File: config.mk
export PLATFORM = sky130hd
export DESIGN_NAME = anton_neopixel_apb_feeder
export DESIGN_NICKNAME = d
export VERILOG_FILES = /design/src/rtl/anton_neopixel_apb_feeder_pkg.sv /design/src/rtl/anton_neopixel_apb_feeder_master_port.sv /design/src/rtl/anton_neopixel_apb_feeder.sv
export SDC_FILE = /design/constraint.sdc
export NUM_CORES = 1
export LEC_CHECK = 0
export ABC_CLOCK_PERIOD_IN_PS = 2550
export CELL_PAD_IN_SITES_DETAIL_PLACEMENT = 0
export CELL_PAD_IN_SITES_GLOBAL_PLACEMENT = 2
export CORE_MARGIN = 2
export CORE_UTILIZATION = 33
export DETAILED_ROUTE_END_ITERATION = 8
export PLACE_DENSITY_LB_ADDON = 0.1
export SLEW_MARGIN = 20
export SYNTH_ARGS = -nofsm -noshare
export SYNTH_HDL_FRONTEND = slang
export SYNTH_SLANG_ARGS = --single-unit
File: constraint.sdc
create_clock -name apbPclk -period 2.55 [get_ports apbPclk]
set_input_delay 0.51 -clock apbPclk [delete_from_list [all_inputs] [get_ports apbPclk]]
set_output_delay 0.51 -clock apbPclk [all_outputs]
set_load 0.03 [all_outputs]
File: src/rtl/anton_neopixel_apb_feeder_pkg.sv
// Shared constants and state encoding for the neopixel APB feeder.
package anton_neopixel_apb_feeder_pkg;

   // Region codes carried on paddr[19:18] of the neopixel slave
   localparam logic [1:0]  RGN_RAW      = 2'b11;
   localparam logic [1:0]  RGN_VIRTUAL  = 2'b10;
   localparam logic [1:0]  RGN_DELTAS   = 2'b01;
   localparam logic [1:0]  RGN_CTRL     = 2'b00;

   // Control register location and the value that kicks off a refresh
   localparam logic [19:0] CTRL_ADDR_DEF  = 20'h00004;
   localparam logic [7:0]  CTRL_START_DEF = 8'h01;

   // Last raw-buffer byte index; must match the slave's setting
   localparam int          BUFFER_END_DEFAULT = 1023;

   typedef enum logic [2:0] {
      ST_IDLE,
      ST_SETUP,
      ST_ACCESS,
      ST_CTRL_SETUP,
      ST_CTRL_ACCESS,
      ST_DONE
   } feeder_state_t;

endpackage

File: src/rtl/anton_neopixel_apb_feeder_master_port.sv
// Single-write APB sequencer: SETUP then ACCESS, finishing on pready or timeout.
// Holding i_req high across an ack starts a fresh SETUP for the next write.
module anton_apb_master_port #(
   parameter int TIMEOUT = 255
) (
   input  logic        i_clk,
   input  logic        i_rst,
   input  logic        i_req,
   input  logic [19:0] i_addr,
   input  logic [7:0]  i_data,
   input  logic        i_pready,
   input  logic        i_pslverr,
   output logic        o_psel,
   output logic        o_penable,
   output logic        o_pwrite,
   output logic [19:0] o_paddr,
   output logic [7:0]  o_pwdata,
   output logic        o_ack,
   output logic        o_err
);

   logic       r_en;
   logic [7:0] r_cnt;
   logic       w_timeout;

   assign o_psel    = i_req;
   assign o_penable = i_req & r_en;
   assign o_pwrite  = i_req;
   assign o_paddr   = i_req ? i_addr : 20'h0;
   assign o_pwdata  = i_req ? i_data : 8'h0;

   // r_cnt holds the number of ACCESS cycles already spent waiting
   assign w_timeout = o_penable & ~i_pready & (r_cnt == 8'(TIMEOUT - 1));
   assign o_ack     = o_penable & (i_pready | w_timeout);
   assign o_err     = o_ack & (~i_pready | i_pslverr);

   // Phase bit (setup/access) and wait counter; both restart after every ack
   always_ff @(posedge i_clk) begin
      if (i_rst) begin
         r_en  <= 1'b0;
         r_cnt <= 8'd0;
      end else begin
         r_en  <= i_req & ~o_ack;
         r_cnt <= (o_penable & ~o_ack) ? r_cnt + 8'd1 : 8'd0;
      end
   end

endmodule

File: src/rtl/anton_neopixel_apb_feeder.sv
// Streams pixel bytes into the neopixel raw buffer over APB, then writes the
// control register to start a refresh at end of frame.
module anton_neopixel_apb_feeder
   import anton_neopixel_apb_feeder_pkg::*;
#(
   parameter int          BUFFER_END = BUFFER_END_DEFAULT,
   parameter logic [1:0]  REGION_RAW = RGN_RAW,
   parameter logic [19:0] CTRL_ADDR  = CTRL_ADDR_DEF,
   parameter logic [7:0]  CTRL_START = CTRL_START_DEF,
   parameter int          TIMEOUT    = 255
) (
   input  logic        apbPclk,
   input  logic        apbPreset,
   input  logic        pixValid,
   input  logic [7:0]  pixData,
   input  logic        pixLast,
   output logic        pixReady,
   output logic        apbPselx,
   output logic        apbPenable,
   output logic        apbPwrite,
   output logic [19:0] apbPaddr,
   output logic [7:0]  apbPwData,
   input  logic        apbPready,
   input  logic        apbPslverr,
   output logic        busy,
   output logic        frameDone,
   output logic        overflow,
   output logic        busErr
);

   // One bit wider than a 16-bit index so the count can rest at BUFFER_END+1
   localparam int            IW  = 17;
   localparam logic [IW-1:0] LIM = IW'(BUFFER_END);

   feeder_state_t r_state, w_next;
   logic [IW-1:0] r_idx;
   logic [15:0]   r_cidx;
   logic [7:0]    r_byte;
   logic          r_last, r_busy, r_ovf, r_err;
   logic          w_accept, w_in_range, w_req, w_ack, w_err;
   logic [19:0]   w_addr;
   logic [7:0]    w_data;

   assign pixReady   = (r_state == ST_IDLE) & ~apbPreset;
   assign w_accept   = pixReady & pixValid;
   assign w_in_range = (r_idx <= LIM);
   assign busy       = r_busy;
   assign frameDone  = (r_state == ST_DONE);
   assign overflow   = r_ovf;
   assign busErr     = r_err;

   // Next state plus the request/address/data fed to the APB port
   always_comb begin
      w_next = r_state;
      w_req  = 1'b0;
      w_addr = {REGION_RAW, r_cidx, 2'b00};
      w_data = r_byte;
      case (r_state)
         ST_IDLE: begin
            if (pixValid) begin
               if (w_in_range)   w_next = ST_SETUP;
               else if (pixLast) w_next = ST_CTRL_SETUP;
            end
         end
         ST_SETUP: begin
            w_req  = 1'b1;
            w_next = ST_ACCESS;
         end
         ST_ACCESS: begin
            w_req = 1'b1;
            if (w_ack) w_next = r_last ? ST_CTRL_SETUP : ST_IDLE;
         end
         ST_CTRL_SETUP: begin
            w_req  = 1'b1;
            w_addr = CTRL_ADDR;
            w_data = CTRL_START;
            w_next = ST_CTRL_ACCESS;
         end
         ST_CTRL_ACCESS: begin
            w_req  = 1'b1;
            w_addr = CTRL_ADDR;
            w_data = CTRL_START;
            if (w_ack) w_next = ST_DONE;
         end
         ST_DONE: w_next = ST_IDLE;
         default: w_next = ST_IDLE;
      endcase
   end

   // State register, byte capture, index and sticky status flags
   always_ff @(posedge apbPclk) begin
      if (apbPreset) begin
         r_state <= ST_IDLE;
         r_idx   <= '0;
         r_cidx  <= '0;
         r_byte  <= '0;
         r_last  <= 1'b0;
         r_busy  <= 1'b0;
         r_ovf   <= 1'b0;
         r_err   <= 1'b0;
      end else begin
         r_state <= w_next;
         if (w_accept) begin
            r_byte <= pixData;
            r_last <= pixLast;
            r_cidx <= r_idx[15:0];
            r_busy <= 1'b1;
            if (r_idx == '0) r_ovf <= 1'b0;
            if (w_in_range) r_idx <= r_idx + 1'b1;
            else            r_ovf <= 1'b1;
         end
         if (w_err) r_err <= 1'b1;
         // busy falls as DONE is entered so it is already low during frameDone
         if (r_state == ST_CTRL_ACCESS && w_ack) r_busy <= 1'b0;
         if (r_state == ST_DONE) r_idx <= '0;
      end
   end

   anton_apb_master_port #(.TIMEOUT(TIMEOUT)) u_port (
      .i_clk     (apbPclk),
      .i_rst     (apbPreset),
      .i_req     (w_req),
      .i_addr    (w_addr),
      .i_data    (w_data),
      .i_pready  (apbPready),
      .i_pslverr (apbPslverr),
      .o_psel    (apbPselx),
      .o_penable (apbPenable),
      .o_pwrite  (apbPwrite),
      .o_paddr   (apbPaddr),
      .o_pwdata  (apbPwData),
      .o_ack     (w_ack),
      .o_err     (w_err)
   );

endmodule

==> metrics.txt, run 1 <==
status=finished clean; CTS root buf=clkbuf_8; CP Class=flip-flop to primary output; floorplan row count=33; count leader, synth=dfxtp_1; footprint of the multi-input gates=1430 µm²; synthesized cell area=2710 µm²; CP Cell Sequence=buf_4 -> nor2b_1 -> and2_1 -> clkdlybuf4s50_1; CP arrival=1.91 ns; CTS tree=built; Initial DRT Pass Iterations=4; detail-routed via count per cell=4.55; Final Cycle Share=94.9%; Final Hold Fails=0; Min-Delay Endpoint=r_cidx[10]; IO buf count=47; H-Tree Depth=3; routed wire length=5.91 mm; Critical path buffers and inverters=2; upper clock frequency limit=413 MHz; Die Y=94.5 µm; crit path capture type=primary output; commonest cells in the netlist=dfxtp_1, and2_1, nand2_1, nand2b_1, nor2_1; R2R setup slack=about 0.68 ns; setup_tns=0 ns; Gate power share=between 30% and 40%; Leakage=0.00130 µW; 1st-iter DRT viols=51; maximum VDD drop=roughly 0.26 mV; Hold Crit Start=r_cidx[10]; Layout Cells excl Fill=473; Pwr per Cell Area=748 nW/µm²; Layout Utilization=42.2%; number of synthesized register bits=57; pin count of the biggest net entering global routing=23; Area Growth Syn to Fin=26.1%; clk sink count=57; gpl congestion=around 0.76; Synth async-reset ratio=0%; Register Area=between 1000 and 1500 µm²; Seq pwr share=38.7%; RSZ-0062 raised after global routing=no; gr usage total=14.5%; die width=94.5 µm; minimum clock period=2.42 ns; vias in the first global route=just over 2,000; Post-DP HPWL=4.26 mm; Yosys top cell area share=42.2%; starting density of the core=33.4%; Setup Skew=0.0124 ns; Crit path max-delay family=buffers and inverters; # nets final=~380; IO Count=50; Yosys warnings=0; slowest stage cell, crit path=clkdlybuf4s50_1; total gr overflow=0; Max-Cap Viols=0; Clock transition at path regs=0.06 ns; Antenna diodes=0; top cells by area, synth=dfxtp_1, and2_1, nand2b_1; wire per inst=12.5 µm; die area=just under 9000 µm²; Max Slew Vio Count=0; Switching Share=34.3%; Post-synth EDFFs=0; Max Root-Sink Buffers=2; FF-to-FF path depth=6; Synth area leader=dfxtp_1; R2R Path Start=u_port.r_cnt[0]; Cell Int Power=1680 µW; sequential element share of the synthesized area=42.2%; syn_area_per_cell=8.59 µm²; startpoint class of the critical path=flip-flop; Post-CTS Setup Bufs=0; Worst Hold Path Cells=2; worst hold path class=flip-flop to flip-flop; initial antenna violation count=0; worst skew pair latency=roughly 0.33 ns; vias=2,150; Synth cell types=46; Final Setup Violations=0; layout cells sized above 1=19.3%; Synth Flop Type=dfxtp_1; core area=8090 µm²; cell count after synthesis=315; DR DRC count=0; global-route wire length before repair=10.0 mm; reg2reg end=u_port.r_cnt[3]; DP Cell Count=roughly 460; CP Data Required Time=2.04 ns; Clk pwr share=30.5%; cts bufs inserted=9; DRT antenna net count=0; CP Max Fanout=10; fillers=841; net switching power=approximately 870 µW; max incr delay on CP=just under 0.7 ns
## cells in the final DEF (no fill, tap or decap), drive strengths merged, types with 3 or more instances in the layout
cell type and count:
a21oi 8, nand2 31, clkbuf 13, nor3 8, and3 3, nand2b 24
xnor2 15, xor2 3, o21ai 27, nor2 31, nand4 4, clkdlybuf4s50 20
dfxtp 57, and2 31, nor4 6, inv 7, nand3b 5, buf 36
ha 4, nand3 8
## power groups by stage
| stage | clock, µW | combinational (µW) | sequential, µW |
|---|---|---|---|
| global route | 844 | 865 | 995 |
| finish | 778 | 787 | 986 |
| CTS | 798 | 797 | 987 |
| floorplan | 0 | 533 | 1010 |
| detailed placement | 0 | 796 | 1010 |
| global placement | 0 | 799 | 1000 |
## worst reg2reg max path, stage by stage, from the launching register on
cell     delay (ns)
dfxtp_1        0.39
inv_1          0.06
ha_1           0.18
and3_1         0.14
a31o_2         0.26
or3b_1         0.60
nor2_2         0.17
## flip-flops by register name, indices dropped and copies added, names as in the netlist
| signal | flops |
|---|---|
| r_byte | 8 |
| r_idx | 17 |
| r_cidx | 16 |
| u_port.r_en | 1 |
| overflow | 1 |
| busy | 1 |
| u_port.r_cnt | 8 |
| busErr | 1 |
| r_state | 3 |
| r_last | 1 |
## how the worst max path moves through the flow
stage                     startpoint    endpoint  cells past startpoint
after global placement      pixValid    r_idx[4]                      6
after floorplan            apbPreset    pixReady                      3
after detailed placement    pixValid    r_idx[4]                      6
after CTS                 r_state[1]  apbPenable                      4
final                     r_state[1]   frameDone                      4
after global routing      r_state[1]   frameDone                      4
## through the flow
step / setup slack, ns / instance area (µm²) / hold WS [ns] / power (µW)
after floorplan: 0.276 / 2710 / 0.432 / 1540
after global placement: 0.233 / 3220 / 0.446 / 1800
after detailed placement: 0.207 / 3220 / 0.449 / 1800
after CTS: 0.0517 / 3400 / 0.461 / 2580
final: 0.129 / 3410 / 0.456 / 2550
after global routing: 0.00493 / 3410 / 0.485 / 2700
## what timing repair did
action,in CTS,in global routing
hold buffers,0,0
setup endpoints to repair,0,5
gates resized for setup,0,3
## final cells by class
class                      instances  share of cell area [%]
multi-input combinational        231                    42.0
sequential                        57                    33.4
timing repair buffer              58                    14.6
clock buffer                      13                    4.95
tap                              105                    3.85
inverter                           7                   0.770
clock inverter                     2                   0.367
## kinds of logic (layout without fill, tap and decap cells)
kind of cell,after synthesis,in the layout,share of synthesized area [%]
DFF,57,57,42.2
xor gates and xnor gates,18,18,6.11
muxes,2,2,0.740
and+or+nand+nor,161,161,34.0
buffers and inverters,28,80,5.00
AOI/OAI and AO/OA,44,44,10.0
adders and majority gates,4,4,1.85
other,1,2,0.139
## routing by layer
layer,track usage (%),part of all wire [%]
met5,0,0
met4,8.09,2.4
met3,2.87,3.2
met2,21.4,44
met1,19.7,50
No activity file was read; power rests on OpenSTA's default activity.
==> run 2: changes to the inputs <==
- ABC_CLOCK_PERIOD_IN_PS: 2550 -> 2660
- CORE_UTILIZATION: 33 -> 31
- SETUP_SLACK_MARGIN: unset -> 0.05
- clock period: 2.55 -> 2.66 ns (I/O delays scaled with it)
==> run 2 against run 1 <==
- combinational power down 2.9%
- sequential share of layout area down 0.40 points
- final cell count up 0.63%
- setup slack improved by 0.057 ns
- critical path type unchanged
- largest cell class unchanged
==> metrics.txt, run 2 (synthesis results as in run 1) <==
Area Growth Syn to Fin=27.9%; Die Y=97.4 µm (+3.0%); Antenna diodes=0 (unchanged); DP Cell Count=460 (+0.44%); upper clock frequency limit=just over 400 MHz; Max Root-Sink Buffers=2 (unchanged); Clock transition at path regs=0.07 ns (about the same); RSZ-0062 raised after global routing=no; starting density of the core=31.5% (-1.9 points); IO Count=50 (unchanged); minimum clock period=roughly 2.5 ns; # nets final=381 (-0.26%); R2R setup slack=0.80 ns (+0.12 ns); Post-DP HPWL=4.39 mm (+2.9%); setup_tns=0 ns (unchanged); Final Cycle Share=93.0%; Final Hold Fails=0 (unchanged); CP arrival=1.94 ns (+0.03 ns); vias in the first global route=2,184 (+6.4%); clk sink count=57 (unchanged); biggest regs=r_idx x17, r_cidx x16; Max-Cap Viols=0 (unchanged); worst skew pair latency=0.34 ns (about the same); maximum VDD drop=0.294 mV (+13%); Pwr per Cell Area=761 nW/µm² (+1.7%); most common cell after layout, fill and taps aside=dfxtp_1; Final Setup Violations=0 (unchanged); total gr overflow=0 (unchanged); Final WS setup=0.187 ns (+0.0571 ns); worst hold path class=flip-flop to flip-flop; Setup Skew=0.00590 ns (-0.00654 ns); layout cells sized above 1=20.4% (+1.1 points); Worst Hold Path Cells=2 (unchanged); max FFs per register=17 (unchanged); Max Slew Vio Count=0 (unchanged); CTS root buf=clkbuf_8; DR DRC count=0 (unchanged); gpl congestion=0.734 (-3.4%); startpoint class of the critical path=flip-flop; gr usage total=14.0% (-0.48 points); die width=97.4 µm (+3.0%); Biggest register=r_idx; slowest stage cell, crit path=clkdlybuf4s50_1; vias=2,182 (+1.5%); most frequent cells in the layout=dfxtp_1, buf_4, and2_1, nand2_1, nand2b_1; global-route wire length before repair=10.7 mm (+7.3%); Leakage=0.00129 µW (-0.32%); routed wire length=6.20 mm (+4.9%); CP Data Required Time=2.13 ns (+0.09 ns); detail-routed via count per cell=4.58 (+0.85%); CP Class=flip-flop to primary output; Hold Crit Start=r_byte[1]; CP Cell Sequence=buf_4 -> xnor2_2 -> and2_1 -> clkdlybuf4s50_1; 1st-iter DRT viols=74 (+45%); Final Cell Area=3460 µm² (+1.4%); max incr delay on CP=0.67 ns (-0.02 ns); crit path capture type=primary output; Layout Cells excl Fill=476 (+0.63%); core area=8590 µm² (+6.2%); worst hold slack=0.459 ns (+0.00319 ns); Min-Delay Endpoint=r_byte[1]; H-Tree Depth=3 (unchanged); CTS tree=built; reg2reg end=r_idx[4]; R2R Path Start=r_state[0]; IO buf count=47 (unchanged); CP Max Fanout=10 (unchanged); initial antenna violation count=0 (unchanged); area post-placement=3230 µm² (+0.27%); die area=9490 µm² (+6.2%); FF-to-FF path depth=6 (unchanged); fillers=920 (+9.4%); Setup WS pre-CTS=0.296 ns (+0.0890 ns); pin count of the biggest net entering global routing=34 (+48%); Initial DRT Pass Iterations=4 (unchanged); DRT antenna net count=0 (unchanged); floorplan row count=34 (+3.0%); wire per inst=13.0 µm (+4.2%); cts bufs inserted=9 (unchanged); status=finished clean
## run 2: changes by cell type in the layout (fill, tap and decap cells not counted), sizes merged
cell           before  now
bufinv              0    2
clkinv              1    2
inv                 7    8
clkbuf             13    9
buf                36   35
dlymetal6s2s        2    1
clkdlybuf4s50      20   21
clkinvlp            1    2
## run 2: cell type report
type                       count  area [µm²]  share of cell area, %
multi-input combinational    231        1440                   41.6
inverter                       7        26.3                  0.759
clock buffer                   9         124                   3.58
sequential                    57        1140                   33.0
clock inverter                 7        93.8                   2.71
timing repair buffer          57         498                   14.4
tap                          108         135                   3.90
## run 2: where the power goes
| group | internal [µW] | switching, µW |
|---|---|---|
| clock | 526 | 381 |
| combinational | 305 | 458 |
| sequential | 909 | 51.8 |
## run 2: per-stage QoR
stage | total power (µW) | utilization, %
final | 2630 | 40.3
after global placement | 1740 | 37.6
after global routing | 2780 | 40.3
after detailed placement | 1740 | 37.6
after floorplan | 1480 | -
after CTS | 2670 | 40.2
## run 2: repair_timing
action / 4_1_cts / 5_1_grt
buffers inserted: 0 / 0
setup endpoints to repair: 13 / 2
hold buffers: 0 / 0
cloned: 0 / 0
resized for setup: 1 / 4
## run 2: how the worst max path moves through the flow
stage / startpoint / end / slack [ns] / cells past startpoint
5_1_grt: r_state[2] / apbPenable / 0.05 / 4
6_report: r_state[2] / apbPenable / 0.19 / 4
2_1_floorplan: apbPreset / pixReady / 0.34 / 3
3_3_place_gp: pixValid / r_idx[4] / 0.30 / 6
3_5_place_dp: pixValid / r_idx[4] / 0.30 / 6
4_1_cts: r_state[0] / apbPenable / 0.07 / 4
## run 2: routing by layer
metal  up-vias  track usage, %  wire [µm]
met4         0            6.09        126
met1      1007            18.2       3160
met5         -               0          0
met3        10            3.88        247
met2        40            21.8       2660
li1       1125               -          -
## run 2: worst max-delay path, delay by kind of cell (launching register included)
kind	cells	cell delay, ns
flip-flops	1	0.33
AND/OR/NAND/NOR	1	0.18
XOR/XNOR	1	0.23
buffers and inverters	2	0.85
